[src/rtl/ysyx_rnu_alloc_arb_pkg.sv]
// ysyx_rnu_alloc_arb_pkg: shared RNU allocation types (physical-register width, arbiter state, stall limit)
package ysyx_rnu_alloc_arb_pkg;
    localparam int PHY_LEN = 7;
    localparam logic [15:0] STALL_MAX = 16'hFFFF;
    typedef enum logic {ST_RUN, ST_HOLD} alloc_state_e;
endpackage

[src/rtl/ysyx_rr_arb.sv]
// ysyx_rr_arb: round-robin one-hot picker
//   req : request vector     ptr : index that has highest priority
//   en  : grant enable       gnt : one-hot grant (zero when disabled or idle)
//   idx : encoded index of the picked request
module ysyx_rr_arb #(
    parameter int N = 2,
    localparam int IW = $clog2(N)
) (
    input  logic [N-1:0]  req,
    input  logic [IW-1:0] ptr,
    input  logic          en,
    output logic [N-1:0]  gnt,
    output logic [IW-1:0] idx
);
    logic hit;
    logic [IW:0] s;
    always_comb begin
        idx = '0;
        hit = 1'b0;
        s = '0;
        // scan downward so the candidate closest to ptr is assigned last and wins
        for (int k = N - 1; k >= 0; k--) begin
            s = {1'b0, ptr} + (IW + 1)'(k);
            s = s >= (IW + 1)'(N) ? s - (IW + 1)'(N) : s;
            if (req[s[IW-1:0]]) begin
                idx = s[IW-1:0];
                hit = 1'b1;
            end
        end
        gnt = (en & hit) ? (N'(1) << idx) : '0;
    end
endmodule

[src/rtl/ysyx_rnu_alloc_arb.sv]
// ysyx_rnu_alloc_arb: round-robin sharing of the free-list allocation port with flush blocking
//   clock/reset               : clock, async active-low reset
//   req_valid/req_ready       : per-requester request and one-hot combinational grant
//   rsp_valid/rsp_id/rsp_pr   : registered response, one cycle after the grant
//   fl_alloc_req/pr/empty     : free-list allocation port
//   flush_pipe                : level flush; grants blocked during it and HOLD cycles after
//   stall_cnt                 : saturating count of empty-blocked request cycles
module ysyx_rnu_alloc_arb
    import ysyx_rnu_alloc_arb_pkg::*;
#(
    parameter int NREQ = 2,
    parameter int PLEN = PHY_LEN,
    parameter int HOLD = 1,
    localparam int IW = $clog2(NREQ)
) (
    input  logic            clock,
    input  logic            reset,
    input  logic [NREQ-1:0] req_valid,
    output logic [NREQ-1:0] req_ready,
    output logic            rsp_valid,
    output logic [IW-1:0]   rsp_id,
    output logic [PLEN-1:0] rsp_pr,
    output logic            fl_alloc_req,
    input  logic [PLEN-1:0] fl_alloc_pr,
    input  logic            fl_alloc_empty,
    input  logic            flush_pipe,
    output logic [15:0]     stall_cnt
);
    typedef struct packed {
        logic [IW-1:0]   id;
        logic [PLEN-1:0] pr;
    } rsp_t;
    alloc_state_e  state, state_nxt;
    logic [2:0]    hold_cnt, hold_nxt;
    logic [IW-1:0] rr_ptr, gnt_idx;
    logic          gnt_en, stall;
    rsp_t          rsp;
    assign gnt_en = (state == ST_RUN) & ~flush_pipe & ~fl_alloc_empty;
    assign stall = (state == ST_RUN) & ~flush_pipe & fl_alloc_empty & |req_valid;
    assign fl_alloc_req = |req_ready;
    assign rsp_id = rsp.id;
    assign rsp_pr = rsp.pr;
    ysyx_rr_arb #(.N(NREQ)) u_arb (
        .req (req_valid),
        .ptr (rr_ptr),
        .en  (gnt_en),
        .gnt (req_ready),
        .idx (gnt_idx)
    );
    // leaving HOLD on the edge that takes hold_cnt to 0 gives exactly HOLD blocked cycles
    always_comb begin
        state_nxt = state;
        hold_nxt = hold_cnt;
        if (flush_pipe) begin
            state_nxt = ST_HOLD;
            hold_nxt = 3'(HOLD);
        end else if (state == ST_HOLD) begin
            hold_nxt = hold_cnt == 3'd0 ? 3'd0 : hold_cnt - 3'd1;
            state_nxt = hold_cnt <= 3'd1 ? ST_RUN : ST_HOLD;
        end
    end
    always_ff @(posedge clock or negedge reset) begin
        if (!reset) begin
            state <= ST_RUN;
            hold_cnt <= '0;
            rr_ptr <= '0;
            rsp_valid <= 1'b0;
            rsp <= '0;
            stall_cnt <= '0;
        end else begin
            state <= state_nxt;
            hold_cnt <= hold_nxt;
            rsp_valid <= fl_alloc_req;
            if (fl_alloc_req) begin
                rr_ptr <= gnt_idx == IW'(NREQ - 1) ? '0 : gnt_idx + 1'b1;
                rsp <= '{id: gnt_idx, pr: fl_alloc_pr};
            end
            if (stall && stall_cnt != STALL_MAX) stall_cnt <= stall_cnt + 16'd1;
        end
    end
endmodule
[config.mk]
export PLATFORM = sky130hd
export DESIGN_NAME = ysyx_rnu_alloc_arb
export DESIGN_NICKNAME = d
export VERILOG_FILES = /design/src/rtl/ysyx_rnu_alloc_arb_pkg.sv /design/src/rtl/ysyx_rr_arb.sv /design/src/rtl/ysyx_rnu_alloc_arb.sv
export SDC_FILE = /design/constraint.sdc
export NUM_CORES = 1
export LEC_CHECK = 0
export ABC_AREA = 1
export BUFFER_PORTS_ARGS = -buffer_cell sky130_fd_sc_hd__buf_2
export CAP_MARGIN = 30
export CORE_MARGIN = 10
export CORE_UTILIZATION = 38
export DETAILED_ROUTE_END_ITERATION = 7
export SKIP_LAST_GASP = 1
export SYNTH_ARGS = -nofsm -noshare
export SYNTH_HDL_FRONTEND = slang
export SYNTH_SLANG_ARGS = --single-unit
[constraint.sdc]
create_clock -name clock -period 2.9 [get_ports clock]
set_clock_uncertainty 0.1 [all_clocks]
set_input_delay 0.58 -clock clock [delete_from_list [all_inputs] [get_ports clock]]
set_output_delay 0.58 -clock clock [all_outputs]
set_load 0.1 [all_outputs]
==> out/qor.yml <==
h-tree-depth: 2
drive_gt1_frac: 0.2452
grt_max_degree: 31
path_cells: "nor2_2 -> nand3_1 -> buf_4 -> clkinv_1 -> buf_12"
finalPower_uw: 1840
dp_cells: 303
cts_made_buffers: 5
cp.arrival_ns: 1.64
finalHoldViolCount: 0
cts_resized: 0
post_cts_buffers: 0
max_stage_delay_ns: 0.41
syn_inst: 215
clk_latency_ns: 0.28
floorplan.initialDensity: 0.4005
max-slew-margin-rel: 0.5433
r2r_start: "stall_cnt[0]"
period_share: 0.8011
die-area_um2: 7332
min_path_type: "primary input to async pin"
grt_setup_unrepaired: "no"
clkSlewWorstSetupHoldPaths_ns: 0.07
syn-mean-instance-area_um2: 7.612
dieHeight_um: 85.63
grt_first_pass_wirelength_um: 6513
gp_congestion: 0.7408
syn-num-nets: 231
vias: 1407
hpwl_um: 2732
synth_area_um2: 1637
fin_setup_tns_ns: 0
yosysSeqAreaShare: 0.4587
fin_ws_ns: 0.5767
die_w_um: 85.63
setup_viol_count_final: 0
final.min_clock_period_ns: 2.323
crit_path_start_kind: "flop"
design_area_um2: 2047
outcome: "complete, no violations"
antenna_cells: 0
fmax_mhz: 430.4
wire_per_inst_um: 11.81
cts-root-buf: "clkbuf_8"
rows: 23
clock_path_buffers: 2
cp_max_fo: 10
drtIter0Drc: 67
area_growth_pct: 25.08
port_buffers: 40
synth.ff_latch_count: 30
antenna_found_initial: 0
cp.depth: 5
drc: 0
cp_top_family: "buffers and inverters"
cts_tree: "done"
placed_cell_area_um2: 1904
worst-path-buf-inv: 3
first_pass_iters: 4
p_per_area_nw_per_um2: 899.0
core_um2: 4086
crit_start: "state"
grt_pass1_vias: 1486
drt-total-wl_um: 3672
maxSlewViolCount: 0
grt_overflow: 0
hold_buffers: 0
drv_cap: 0
synth_cell_type_count: 25
worst_slew_pin_slew_ns: 0.6851
synth_warnings: 0
grt.total_usage: 0.1060
cts_num_sinks: 30
avgViaCountPerCell: 4.524
fin_cells: 311
ios: 41
ir_drop_uv: 367.7
cp.required_ns: 2.22
post-place-ws_ns: 0.5784
crit_type: "flop to output port"
p_leak_uw: 0.001108
critPathSlowestCell: "dfrtp_1"
postRouteAntennaNets: 0
cp-end-kind: "output port"
layout.nets: 276
fill_cells: 419
worstRegToRegCells: 8
-- per-layer routing --
layer  share of wire  GRT usage  vias to the layer above
met1            0.48     0.1201                      614
met5               0          0                        -
met2            0.42     0.1683                       36
met4          0.0079    0.02844                        0
li1                -          -                      753
met3           0.093    0.05866                        4
-- final timing paths --
path                                      end  slack, ns
worst min-delay path             stall_cnt[3]       0.23
max in group asynchronous       stall_cnt[11]       2.02
min in group clock                  rsp_pr[1]       0.38
worst max register to register  stall_cnt[15]       1.18
worst max-delay path             fl_alloc_req       0.58
worst min register to register      rsp_pr[1]       0.38
-- cells in the mapped netlist, drive strengths merged --
master / count / area share
dfrtp: 30 / 0.46
buf: 2 / 0.019
o21ai: 5 / 0.018
o31ai: 1 / 0.0046
ha: 3 / 0.023
clkinv: 1 / 0.0023
inv: 18 / 0.041
clkbuf: 1 / 0.0023
xnor2: 5 / 0.027
nand3b: 1 / 0.0046
xor2: 3 / 0.016
nand2: 106 / 0.26
nand4: 5 / 0.019
nor2: 21 / 0.059
a21oi: 3 / 0.0092
o211ai: 1 / 0.0046
nand3: 9 / 0.031
-- area by class of cell --
cell class | instances | area, µm² | area share
tap | 50 | 62.56 | 0.03056
multi-input combinational | 163 | 782.0 | 0.3820
clock buffer | 6 | 82.58 | 0.04034
clock inverter | 2 | 60.06 | 0.02934
timing repair buffer | 41 | 237.7 | 0.1161
sequential | 30 | 750.7 | 0.3667
inverter | 19 | 71.32 | 0.03484
-- registers in the layout (all words and copies together) (netlist names) --
register and flops:
state 1, rsp_id 1, rsp_pr 7, rr_ptr 1
stall_cnt 16, rsp_valid 1, hold_cnt 3
-- kinds of logic (layout without fill, tap and decap cells) --
group                      Yosys count  in the layout  share of synthesized area
and+or+nand+nor                    142            142                     0.3746
DFF                                 30             30                     0.4587
buffers and inverters               22             68                    0.06498
AOI/OAI and AO/OA                   10             10                    0.03593
xor gates and xnor gates             8              8                    0.04282
adders and majority gates            3              3                    0.02294
-- report_power, final --
group / total, µW / internal [µW] / switching (µW)
sequential: 567 / 488 / 79.2
combinational: 746 / 127 / 618
clock: 527 / 366 / 161
total: 1840 / 982 / 858
-- stage by stage --
step / utilization / hold slack [ns]
3_5_place_dp: 0.4660 / 0.3607
3_3_place_gp: 0.4660 / 0.3762
6_report: 0.5009 / 0.2329
2_1_floorplan: - / 0.1844
4_1_cts: 0.5009 / 0.2637
5_1_grt: 0.5009 / 0.2839
-- cells in the final DEF (no fill, tap or decap), types with 3 or more instances in the layout --
master / n
clkbuf_8: 6
dfrtp_1: 30
nand2_1: 98
o21ai_0: 4
nand3_1: 8
buf_2: 38
nand2_2: 6
nand4_1: 5
nor2_1: 17
xnor2_1: 5
ha_1: 3
inv_1: 17
xor2_1: 3
a21oi_1: 3
Power figures use the tool's default switching activity.
